### config.mk
export PLATFORM = sky130hd
export DESIGN_NAME = pipe_stage_buf
export DESIGN_NICKNAME = d
export VERILOG_FILES = /design/src/rtl/pipe_stage_buf_pkg.sv /design/src/rtl/pipe_stage_buf_slot.sv /design/src/rtl/pipe_stage_buf.sv
export SDC_FILE = /design/constraint.sdc
export NUM_CORES = 1
export LEC_CHECK = 0
export BUFFER_PORTS_ARGS = -buffer_cell sky130_fd_sc_hd__buf_2
export CAP_MARGIN = 0
export CORE_UTILIZATION = 53
export DETAILED_ROUTE_END_ITERATION = 12
export PLACE_DENSITY = 0.9
export SYNTH_ARGS = -nofsm -noshare
export SYNTH_HDL_FRONTEND = slang
export SYNTH_SLANG_ARGS = --single-unit
export TNS_END_PERCENT = 10
### constraint.sdc
create_clock -name clk -period 2.5 [get_ports clk]
set_input_delay 0.375 -clock clk [delete_from_list [all_inputs] [get_ports clk]]
set_output_delay 0.375 -clock clk [all_outputs]
set_load 0.02 [all_outputs]
### src/rtl/pipe_stage_buf_pkg.sv
// Shared types and constants for the MIPS inter-stage pipeline registers.
package pipe_pkg;

  localparam int unsigned LANE_W = 32;
  localparam logic [31:0] EXC_HANDLER_PC = 32'h0000_4180;

  typedef struct packed {
    logic        valid;
    logic [31:0] pc;
    logic [31:0] instr;
    logic        bd;
  } stage_hdr_t;

  localparam stage_hdr_t HDR_EMPTY = '{valid: 1'b0, pc: 32'h0000_0000, instr: 32'h0000_0000, bd: 1'b0};

  function automatic logic [31:0] sat_inc(input logic [31:0] v);
    if (v == 32'hFFFF_FFFF) begin
      sat_inc = v;
    end else begin
      sat_inc = v + 32'd1;
    end
  endfunction

endpackage

### src/rtl/pipe_stage_buf_slot.sv
// One pipeline slot: header plus NLANES payload lanes with clear > load > hold.
module pipe_slot
  import pipe_pkg::*;
#(
  parameter int unsigned NLANES = 4
) (
  input  logic                     clk,
  input  logic                     reset,
  input  logic                     load,
  input  logic                     clear,
  input  stage_hdr_t               hdr_in,
  input  logic [NLANES*LANE_W-1:0] data_in,
  output stage_hdr_t               hdr,
  output logic [NLANES*LANE_W-1:0] data
);

  localparam int unsigned DW = NLANES * LANE_W;

  stage_hdr_t    hdr_d, hdr_q;
  logic [DW-1:0] data_d, data_q;

  always_comb begin
    hdr_d  = hdr_q;
    data_d = data_q;
    if (clear) begin
      hdr_d  = HDR_EMPTY;
      data_d = {DW{1'b0}};
    end else if (load) begin
      hdr_d  = hdr_in;
      data_d = data_in;
    end else begin
      hdr_d  = hdr_q;
      data_d = data_q;
    end
  end

  always_ff @(posedge clk) begin
    if (reset) begin
      hdr_q  <= HDR_EMPTY;
      data_q <= {DW{1'b0}};
    end else begin
      hdr_q  <= hdr_d;
      data_q <= data_d;
    end
  end

  assign hdr  = hdr_q;
  assign data = data_q;

endmodule

### src/rtl/pipe_stage_buf.sv
// Inter-stage pipeline register with valid/ready flow control, optional skid slot,
// flush / exception redirect and saturating stall/bubble counters.
module pipe_stage_buf
  import pipe_pkg::*;
#(
  parameter int unsigned NLANES = 4,
  parameter bit          SKID   = 1'b1,
  parameter logic [31:0] EXC_PC = EXC_HANDLER_PC
) (
  input  logic                     clk,
  input  logic                     reset,
  input  logic                     flush,
  input  logic                     Req,
  input  logic                     in_valid,
  output logic                     in_ready,
  input  logic [31:0]              in_pc,
  input  logic [31:0]              in_instr,
  input  logic                     in_bd,
  input  logic [NLANES*LANE_W-1:0] in_data,
  output logic                     out_valid,
  input  logic                     out_ready,
  output logic [31:0]              out_pc,
  output logic [31:0]              out_instr,
  output logic                     out_bd,
  output logic [NLANES*LANE_W-1:0] out_data,
  output logic [31:0]              stall_cnt,
  output logic [31:0]              bubble_cnt
);

  localparam int unsigned DW = NLANES * LANE_W;

  stage_hdr_t    main_hdr, skid_hdr, beat_hdr, exc_hdr, main_hdr_in;
  logic [DW-1:0] main_data, skid_data, main_data_in;
  logic          main_load, main_clr, skid_load, skid_clr;
  logic          accept, drain;
  logic [31:0]   stall_cnt_d, stall_cnt_q, bubble_cnt_d, bubble_cnt_q;

  assign beat_hdr = '{valid: 1'b1, pc: in_pc, instr: in_instr, bd: in_bd};
  assign exc_hdr  = '{valid: 1'b1, pc: EXC_PC, instr: 32'h0000_0000, bd: 1'b0};

  // With a skid slot in_ready comes straight from a flop, cutting the out_ready path.
  assign in_ready = SKID ? !skid_hdr.valid : (!main_hdr.valid || out_ready);
  assign accept   = in_valid && in_ready;
  assign drain    = main_hdr.valid && out_ready;

  always_comb begin
    main_load    = 1'b0;
    main_clr     = 1'b0;
    main_hdr_in  = beat_hdr;
    main_data_in = in_data;
    skid_load    = 1'b0;
    skid_clr     = 1'b0;
    if (Req) begin
      main_load    = 1'b1;
      main_hdr_in  = exc_hdr;
      main_data_in = {DW{1'b0}};
      skid_clr     = 1'b1;
    end else if (flush) begin
      main_clr = 1'b1;
      skid_clr = 1'b1;
    end else if (drain && skid_hdr.valid) begin
      main_load    = 1'b1;
      main_hdr_in  = skid_hdr;
      main_data_in = skid_data;
      if (accept) begin
        skid_load = 1'b1;
      end else begin
        skid_clr = 1'b1;
      end
    end else if (drain) begin
      if (accept) begin
        main_load = 1'b1;
      end else begin
        main_clr = 1'b1;
      end
    end else if (accept && main_hdr.valid) begin
      skid_load = 1'b1;
    end else if (accept) begin
      main_load = 1'b1;
    end else begin
      main_load = 1'b0;
    end
  end

  pipe_slot #(.NLANES(NLANES)) u_main (
    .clk     (clk),
    .reset   (reset),
    .load    (main_load),
    .clear   (main_clr),
    .hdr_in  (main_hdr_in),
    .data_in (main_data_in),
    .hdr     (main_hdr),
    .data    (main_data)
  );

  if (SKID) begin : g_skid
    pipe_slot #(.NLANES(NLANES)) u_skid (
      .clk     (clk),
      .reset   (reset),
      .load    (skid_load),
      .clear   (skid_clr),
      .hdr_in  (beat_hdr),
      .data_in (in_data),
      .hdr     (skid_hdr),
      .data    (skid_data)
    );
  end else begin : g_no_skid
    assign skid_hdr  = HDR_EMPTY;
    assign skid_data = {DW{1'b0}};
  end

  always_comb begin
    stall_cnt_d  = stall_cnt_q;
    bubble_cnt_d = bubble_cnt_q;
    if (main_hdr.valid && !out_ready) begin
      stall_cnt_d = sat_inc(stall_cnt_q);
    end else begin
      stall_cnt_d = stall_cnt_q;
    end
    if (out_ready && !main_hdr.valid) begin
      bubble_cnt_d = sat_inc(bubble_cnt_q);
    end else begin
      bubble_cnt_d = bubble_cnt_q;
    end
  end

  always_ff @(posedge clk) begin
    if (reset) begin
      stall_cnt_q  <= 32'h0000_0000;
      bubble_cnt_q <= 32'h0000_0000;
    end else begin
      stall_cnt_q  <= stall_cnt_d;
      bubble_cnt_q <= bubble_cnt_d;
    end
  end

  // An empty main slot always holds zeroed fields, so downstream sees a nop.
  assign out_valid  = main_hdr.valid;
  assign out_pc     = main_hdr.pc;
  assign out_instr  = main_hdr.instr;
  assign out_bd     = main_hdr.bd;
  assign out_data   = main_data;
  assign stall_cnt  = stall_cnt_q;
  assign bubble_cnt = bubble_cnt_q;

endmodule
==> flow_metrics.py <==
metrics = {
    "outcome": {
        "outcome": "finished, final reports clean",
    },
    "power": {
        "p_leak_nw": 8.69,
        "peakVddDrop_uv": 636,
        "clkPwrFrac_pct": 43.5,
        "p_per_area_nw_per_um2": 669,
        "power.internal_w": 0.0114,
        "finalPower_w": 0.0149,
        "netSwitchingPower_w": 0.00350,
        "power.share.combinational_pct": 7.1,
        "sequentialPowerShare_pct": 49.4,
        "swShare_pct": 23.5,
    },
    "routing": {
        "drtPass1Iterations": 7,
        "wl_um": 55800,
        "drc_errors": 0,
        "drtAntennaViolNets": 0,
        "wl_per_cell_um": 17.6,
        "post_drt_via_cell_ratio": 5.87,
        "dr.first_iter.drc_count": 1485,
        "dr_total_vias": 18573,
    },
    "yosys": {
        "synth_edf_count": 0,
        "syn_nets": 2528,
        "avgSynthCellArea_um2": 7.79,
        "yosysTopAreaCell": "dfxtp_1",
        "synth_most_common_cell": "nand2_1",
        "ys_seq_area_share_pct": 49.9,
        "yosysWarnings": 0,
        "yosys-top-cells-count": "nand2_1, dfxtp_1, a21oi_1, nor2_1, a311oi_1",
        "synth_flop_cell": "dfxtp_1",
        "ys_seq_elements": 452,
        "netlist.area_leader.share_pct": 49.9,
        "ys_top_cells_by_area": "dfxtp_1, nand2_1, a311oi_1",
        "syn_inst": 2327,
        "synth_cell_type_count": 52,
        "netlist_area_um2": 18100,
        "async_flop_share_pct": 0,
    },
    "clock_network": {
        "clockBufferDepth": 3,
        "clk_root_buffer_cell": "clkbuf_16",
        "cts.sinks": 452,
        "post_cts_buffers": 0,
        "cts_tree": "built",
        "h-tree-depth": 2,
        "cts.reportedPaths.clkPinSlew_ns": 0.06,
        "cts_inserted_buffers": 45,
        "clk_latency_ns": 0.55,
    },
    "timing": {
        "setup_viol_count_final": 0,
        "worst_pin_slew_ns": 0.816,
        "tns_ns": 0,
        "finalCritPeriodShare_pct": 91.1,
        "whs_ns": 0.0741,
        "finalMaxSlewViolations": 0,
        "rsz0062_at_grt": "no",
        "fmaxAchievable_mhz": 439,
        "fin_worst_skew_ns": 0.0179,
        "hold_viol": 0,
        "setup_ws_ns": 0.223,
        "min_period_ns": 2.28,
        "max_slew_margin_pct": 45.6,
    },
    "floorplan": {
        "rows": 67,
        "coreArea_um2": 33600,
        "dieHeight_um": 187,
        "initial_utilization_pct": 53.9,
        "die_w_um": 187,
        "fp.dieArea_um2": 35000,
        "io_pins": 458,
    },
    "worst_setup_path": {
        "required_ns": 2.93,
        "critPathMaxFanout": 8,
        "r2r_cells": 6,
        "timing.rr.end": "bubble_cnt[4]",
        "startpoint_type": "flip-flop",
        "reg2reg_from": "bubble_cnt[20]",
        "cp_data_arrival_time_ns": 2.71,
        "critPathLaunch": "bubble_cnt[20]",
        "r2r_slack_ns": 0.22,
        "path_class": "flip-flop to flip-flop",
        "cp-endpoint": "bubble_cnt[4]",
        "end_kind": "flip-flop",
    },
    "placed_design": {
        "place_congestion": 0.914,
        "io_buffers": 457,
        "dp.final_hpwl_um": 35900,
        "pre_cts_ws_ns": 0.245,
    },
    "grt": {
        "grt_pass1_vias": 17546,
        "grt_pass1_wl_um": 88800,
        "grt_max_degree": 140,
        "grt.total_usage_pct": 30.6,
        "antenna_found_initial": 8,
        "grt-ovfl-total": 0,
    },
    "final_layout": {
        "drive_gt1_share_pct": 21.8,
        "n_fill_cell": 2644,
        "areaGrowthSynthToFinish_pct": 22.7,
        "fin_nets": 2885,
        "post-route-util_pct": 66.2,
    },
    "job": {
        "max-cap-violations": 0,
    },
    "hold_path": {
        "hold_class": "input pin to flip-flop",
    },
}
## cells by family (layout without fill, tap and decap cells)
group           after synthesis  count (layout)  share of synthesized area (%)
mux                           8               8                          0.524
fa+ha+maj                     2               2                          0.138
simple gates               1160            1160                           26.5
compound gates              502             502                           18.4
xor+xnor                      4               4                          0.193
other cells                   0               8                              0
flops                       452             452                           49.9
buf+inv                     199             582                           4.33
## worst max-delay path, cell delays in order, from the launching register on
cell     delay, ns
dfxtp_1       0.44
nand4_2       0.14
or4_1         0.61
buf_4         0.20
nor3b_1       0.33
nor3_1        0.10
mux2_1        0.33
## sequential cells by signal, summed over array words and instances, names as in the netlist
register,count
bubble_cnt,32
u_main.data,128
g_skid.u_skid.hdr,66
stall_cnt,32
g_skid.u_skid.data,128
u_main.hdr,66
## area by class of cell
type                    instances  area [µm²]  area share (%)
flip-flops and latches        452        9050            40.7
multi-input cells            1676        8340            37.5
repair buffers                500        2860            12.9
clock buffers                  63        1270            5.73
well taps                     448         561            2.52
clock inverters                10         111           0.501
inverters                       9        33.8           0.152
diodes                          8        20.0          0.0900
## how the worst min path moves through the flow
stage | start | endpoint | depth (start not counted)
after floorplan | g_skid.u_skid.hdr[47] | g_skid.u_skid.hdr[47] | 2
after global placement | g_skid.u_skid.hdr[47] | g_skid.u_skid.hdr[47] | 2
after detailed placement | g_skid.u_skid.data[13] | g_skid.u_skid.data[13] | 2
after CTS | in_instr[26] | g_skid.u_skid.hdr[27] | 3
after global routing | in_data[5] | g_skid.u_skid.data[5] | 3
final | in_data[18] | g_skid.u_skid.data[18] | 3
## what timing repair did
action | 4_1_cts | 5_1_grt
hold buffers | 0 | 0
hold endpoints to repair | 0 | 0
gates resized for setup | 0 | 1
setup endpoints to repair | 0 | 1
## stage by stage
stage / cells / instance area (µm²)
floorplan: 2327 / 18100
global placement: 3085 / 20800
detailed placement: 3085 / 20800
CTS: 3158 / 22200
global route: 3165 / 22200
finish: 3166 / 22200
## layout by cell type, fill, tap and decap left out, types with 23 or more instances in the layout
cell type / instances
a21oi_1: 245
a311oi_1: 190
buf_2: 457
buf_4: 23
clkbuf_16: 45
dfxtp_1: 452
nand2_1: 790
nand3_1: 31
nor2_1: 219
or3_1: 30
## routing by layer
layer	part of all wire [%]	GRT usage, %	wire length, µm
met1	36	34.7	20300
met5	0	0	0
met4	6.3	18.4	3500
met3	9.2	8.14	5130
met2	48	51.7	26900
## power groups by stage
| stage | Combinational (W) | Clock, W | Sequential (W) |
|---|---|---|---|
| 2_1_floorplan | 0.000457 | 0 | 0.00762 |
| 3_3_place_gp | 0.00101 | 0 | 0.00751 |
| 3_5_place_dp | 0.00104 | 0 | 0.00752 |
| 4_1_cts | 0.00105 | 0.00653 | 0.00736 |
| 5_1_grt | 0.00115 | 0.00684 | 0.00737 |
| 6_report | 0.00106 | 0.00647 | 0.00736 |
Note: power is estimated with default switching activity, not from simulation.
